File: src/rtl/instr_fetch_unit.sv
// Instruction fetch front end: owns the fetch PC, issues in-order word reads,
// buffers PC-tagged responses in a small queue and hands them to decode.
module instr_fetch_unit #(
    parameter logic [31:0] RESET_PC = 32'h0000_0000,
    parameter int          DEPTH    = 2
) (
    input  logic        clk,
    input  logic        rst,
    input  logic        redirect_valid,
    input  logic [31:0] redirect_pc,
    output logic        mem_req_valid,
    output logic [31:0] mem_req_addr,
    input  logic        mem_req_ready,
    input  logic        mem_resp_valid,
    input  logic [31:0] mem_resp_data,
    output logic        if_valid,
    output logic [31:0] if_instr,
    output logic [31:0] if_pc,
    input  logic        if_ready
);

    localparam int AW = $clog2(DEPTH);
    localparam int CW = AW + 1;
    localparam logic [CW:0] CREDITS = (CW + 1)'(DEPTH);

    logic [31:0]   req_pc;
    logic [31:0]   resp_pc;
    logic [CW-1:0] outstanding;
    logic [CW-1:0] drop;
    logic [CW-1:0] count;
    logic [AW-1:0] head;
    logic [AW-1:0] tail;
    logic [31:0]   q_pc    [DEPTH];
    logic [31:0]   q_instr [DEPTH];

    logic [31:0]   target;
    logic          unused_redirect_bits;
    logic          req_fire;
    logic          push;
    logic          pop;
    logic [CW-1:0] outstanding_next;

    assign target               = {redirect_pc[31:2], 2'b00};
    assign unused_redirect_bits = ^redirect_pc[1:0];

    // Credits cover both in-flight reads and queued words, so a response always has a slot.
    assign mem_req_valid = !rst && !redirect_valid
                           && (({1'b0, outstanding} + {1'b0, count}) < CREDITS);
    assign mem_req_addr  = req_pc;

    assign req_fire = mem_req_valid && mem_req_ready;
    assign push     = mem_resp_valid && (drop == '0) && !redirect_valid;
    assign pop      = if_valid && if_ready;

    assign outstanding_next = outstanding + CW'(req_fire) - CW'(mem_resp_valid);

    assign if_valid = (count != '0);
    assign if_pc    = q_pc[head];
    assign if_instr = q_instr[head];

    // NOTE: sequential state uses non-blocking assignments so every register
    // samples the pre-edge values, independent of statement order.
    always_ff @(posedge clk) begin
        if (rst) begin
            req_pc      <= RESET_PC;
            resp_pc     <= RESET_PC;
            outstanding <= '0;
            drop        <= '0;
            count       <= '0;
            head        <= '0;
            tail        <= '0;
            // NOTE: the queue storage is reset because its head entry drives
            // if_pc/if_instr directly and those must read zero out of reset.
            for (int i = 0; i < DEPTH; i++) begin
                q_pc[i]    <= '0;
                q_instr[i] <= '0;
            end
        end else begin
            outstanding <= outstanding_next;
            if (redirect_valid) begin
                // Everything still in flight after this cycle belongs to the old path.
                req_pc  <= target;
                resp_pc <= target;
                drop    <= outstanding_next;
                count   <= '0;
                head    <= '0;
                tail    <= '0;
            end else begin
                if (req_fire) begin
                    req_pc <= req_pc + 32'd4;
                end
                if (mem_resp_valid && (drop != '0)) begin
                    drop <= drop - CW'(1);
                end
                if (push) begin
                    q_pc[tail]    <= resp_pc;
                    q_instr[tail] <= mem_resp_data;
                    tail          <= tail + AW'(1);
                    resp_pc       <= resp_pc + 32'd4;
                end
                if (pop) begin
                    head <= head + AW'(1);
                end
                count <= count + CW'(push) - CW'(pop);
            end
        end
    end

endmodule

File: config.mk
export PLATFORM = sky130hd
export DESIGN_NAME = instr_fetch_unit
export DESIGN_NICKNAME = d
export VERILOG_FILES = /design/src/rtl/instr_fetch_unit.sv
export SDC_FILE = /design/constraint.sdc
export NUM_CORES = 1
export LEC_CHECK = 0
export ABC_AREA = 1
export CORE_ASPECT_RATIO = 0.9
export CORE_MARGIN = 2
export CORE_UTILIZATION = 54
export DETAILED_ROUTE_END_ITERATION = 16
export GPL_TIMING_DRIVEN = 0
export PLACE_DENSITY_LB_ADDON = 0.1
export SYNTH_ARGS = -nofsm -noshare
export SYNTH_HDL_FRONTEND = slang
export SYNTH_SLANG_ARGS = --single-unit
File: constraint.sdc
create_clock -name clk -period 3.5 [get_ports clk]
set_input_delay 0.525 -clock clk [delete_from_list [all_inputs] [get_ports clk]]
set_output_delay 0.525 -clock clk [all_outputs]
set_load 0.005 [all_outputs]
; Word level (Yosys, flattened, before mapping)
; Memory sizes are Yosys's and may differ from the RTL's. A register that Yosys moved wholly into a read port is not among the register bits.
; Cells that the tools add are included.
[word_totals]
rom_bits = 0
elab_cells = 62
register_bits = 72
input_bits = 70
latchBits = 0
memories = 2
ram_bits = 128
[classes]
order_cmp = 1
n_reduce_logical = 18
div = 0
mux = 22
bitwise_logic = 0
addsub = 10
n_mul = 0
n_shift = 0
n_eq_ne = 0
[mem_list]
columns = memory, words, width, read_ports, rd_clocked_by_memory_dff, wr, line_no
row1 = q_instr, 2, 32, 1, 1, 2, 34  ; logic [31:0] q_instr [DEPTH];
row2 = q_pc, 2, 32, 1, 1, 2, 33  ; logic [31:0] q_pc [DEPTH];
[op_table]
columns = op, n
row1 = two-way mux 32 bit, 6
row2 = adder 32 x 3 -> 32 bit (second input constant), 2
row3 = OR reduction 32 bit, 2
row4 = two-way mux 1 bit, 14
row5 = nonzero test 2 bit, 5
row6 = logical AND 1 bit, 7
row7 = adder 2 x 1 -> 2 bit, 2
row8 = two-way mux 2 bit, 2
row9 = subtractor 2 x 1 -> 2 bit, 2
row10 = adder 2 x 2 -> 3 bit, 1
row11 = less-than comparator 3 x 2 -> 1 bit (second input constant), 1
row12 = adder 1 bit (second input constant), 2
row13 = zero test 1 bit, 2
row14 = zero test 2 bit, 1
row15 = OR reduction 2 bit, 1
row16 = subtractor 2 x 1 -> 2 bit (second input constant), 1

; Depth between registers and ports, before layout
[logic_depth]
depth_word = 9
mapped_depth = 12
ltp_nobuf = 12

; Worst setup path after synthesis
; OpenSTA, ideal clock, no wires.
[synth_path]
kind = in2reg
startpoint = input port redirect_valid
endpoint = memory q_instr[0][0] (enable)
n_path_buf = 2
arrival_time_ps = 2629
stages = 5
slack_ps = 450
cell_sequence = buf_4 nor2_2 nand3_1 buf_2 nand2_1
[synth_rtl]
columns = item, line_no
row1 = "start, declared", 9  ; input logic redirect_valid,
row2 = "end, declared", 34

==> flow_metrics.tcl <==
set metrics [dict create \
    dieWidth_um 146 \
    antennaDiodeCount 0 \
    clk_latency_ps 440 \
    rsz0062_at_grt "no" \
    synth_seq_cells 193 \
    status "finished, final reports clean" \
    drc 0 \
    clk_pin_slew_ps 70 \
    dp.final_hpwl_um 18400 \
    syn_to_final_growth_pct 25.5 \
    numCtsBuffers 17 \
    io_buffers 159 \
    die_y_um 132 \
    wl_um 25400 \
    max_freq_ghz 0.354 \
    vias 8234 \
    total_leakage_power_nw 4.87 \
    die-area_mm2 0.0193 \
    synth_warnings 0 \
    htreeDepth 4 \
    cts_sinks 193 \
    dp_slack_ps 232 \
    syn_area_mm2 0.00984 \
    drv_slew 0 \
    finalClockSkew_ps 13.8 \
    ir_drop_mv 0.439 \
    final_hold_viol_count 0 \
    routedWlPerCell_um 16.3 \
    timing.rr.start "drop[0]$_SDFFE_PP0P_" \
    finalSetupViolations 0 \
    setup_ws_ps 676 \
    cts_hold_buf 0 \
    hold_ws_ps 374 \
    io_pins 168 \
    r2r_slack_ps 790 \
    ant_nets 0 \
    fill_cells 1443 \
    hold_start "rst" \
    cts_max_path_buffers 2 \
    rows 46 \
    drt_iter0_markers 632 \
    drive_gt1_share_pct 12.9 \
    vias_per_cell 5.28 \
    final_cell_mix "213 x nand2_1, 205 x nor2_1, 159 x clkdlybuf4s50_1" \
    post_cts_buffers 0 \
    worst_pin_slew_ps 889 \
    critPathCaptureType "flop" \
    cts_tree "built" \
    coreArea_mm2 0.0177 \
    powerDensity_mw_per_mm2 427 \
    fin_crit_sh_pct 80.7 \
    gp_congestion 0.990 \
    synth_edf_count 124 \
    syn_area_per_cell_um2 8.74 \
    ys_seq_area_share_pct 51.9 \
    grt_pass1_vias 7658 \
    slew_headroom_pct 40.7 \
    path_class "primary input to flop" \
    cts_root_buf "clkbuf_16" \
    yosys.cell_types.count 41 \
    syn_inst 1125 \
    min_period_ps 2820 \
    firstDrtPassIters 7 \
    antenna_found_initial 0 \
    grt_pass1_wl_um 39500 \
    grt_usage_pct 26.0 \
    grt_max_degree 63 \
    cp-startpoint "mem_resp_valid" \
    ys.flop_type "edfxtp_1" \
    final_common_cell "nand2_1" \
    critPathLaunchType "primary input" \
    cts_resized 0 \
    start_util_pct 55.5 \
    drv_cap 0 \
    final_core_util_pct 69.6 \
    grt_overflow 0 \
    hp-class "primary input to flop" \
    cp_data_arrival_time_ps 2890 \
    finalNetCount 1384 \
    crit_fanout 62 \
    synthArstFlopShare_pct 0 \
    required_ps 3560 \
    power_w 0.00527 \
]
power by group:
part | total, W | internal (W) | switching [W]
combinational | 0.000709 | 0.000335 | 0.000374
sequential | 0.00264 | 0.00255 | 0.0000822
clock | 0.00193 | 0.000961 | 0.000965
worst max-delay path, cell delays in order:
cell and delay (ps):
clkdlybuf4s50_1 540, nand2_2 130, nor2_2 260, nand3_1 380, buf_2 340, nand2_4 640
state kept, by name (all words and copies together), names as in the netlist, 2 cells and up, named ones only:
name / cells
outstanding: 2
resp_pc: 30
count: 2
mem_req_addr: 30
q_pc: 60
drop: 2
q_instr: 64
path summary, 6_finish.rpt:
path | to | cells past startpoint
worst max register to register | q_pc[0][23]$_SDFFCE_PN0P_ | 7
worst min-delay path | outstanding[1]$_SDFF_PP0_ | 2
worst max-delay path | q_pc[0][23]$_SDFFCE_PN0P_ | 6
worst min register to register | head$_SDFFE_PP0P_ | 1
kinds of logic after synthesis:
kind of cell    share of synthesized area [%]
flops                                    51.9
compound gates                           7.00
xor+xnor                                 1.60
simple gates                             23.3
buf+inv                                  7.98
mux                                      7.10
other cells                            0.0381
fa+ha+maj                                1.09
synth_stat cells (4+ instances only):
| cell | n | share of area (%) |
|---|---|---|
| nor3_1 | 5 | 0.25 |
| edfxtp_1 | 124 | 38 |
| a21oi_1 | 53 | 2.7 |
| nor2_4 | 12 | 1.4 |
| nor2_1 | 205 | 7.8 |
| inv_2 | 5 | 0.19 |
| dfxtp_1 | 69 | 14 |
| buf_2 | 18 | 0.92 |
| o21ai_0 | 45 | 2.3 |
| nand2_2 | 8 | 0.51 |
| xor2_1 | 15 | 1.3 |
| a31oi_1 | 13 | 0.83 |
| mux2_2 | 62 | 7.1 |
| nand4_1 | 4 | 0.25 |
| clkbuf_1 | 13 | 0.50 |
| buf_4 | 8 | 0.61 |
| nand3_1 | 55 | 2.8 |
| nand2_1 | 215 | 8.2 |
| ha_1 | 7 | 0.89 |
| nor2_2 | 8 | 0.51 |
| inv_1 | 143 | 5.5 |
through the flow:
step	area, µm²	setup TNS (ps)	cells
final	12300	0	1558
after global routing	12300	0	1558
after CTS	12300	0	1558
after detailed placement	11800	0	1527
after global placement	11700	-137920	1527
after floorplan	9850	0	1128
layout make-up:
cell class | instances | area, µm² | area share [%]
Multi-Input combinational cell | 744 | 3970 | 32.2
Clock buffer | 17 | 425 | 3.45
Timing Repair Buffer | 159 | 1590 | 12.9
Tap cell | 240 | 300 | 2.43
Sequential cell | 193 | 5100 | 41.4
Buffer | 43 | 229 | 1.86
Clock inverter | 14 | 160 | 1.30
Inverter | 148 | 556 | 4.50
metal layers:
| metal | share of wire (%) | up-vias | track usage, % |
|---|---|---|---|
| li1 | - | 4013 | - |
| met4 | 1.7 | 0 | 7.34 |
| met1 | 44 | 3855 | 35.0 |
| met5 | 0 | - | 0 |
| met3 | 7.2 | 37 | 4.71 |
| met2 | 47 | 329 | 43.4 |
Note: power is estimated with default switching activity, not from simulation.
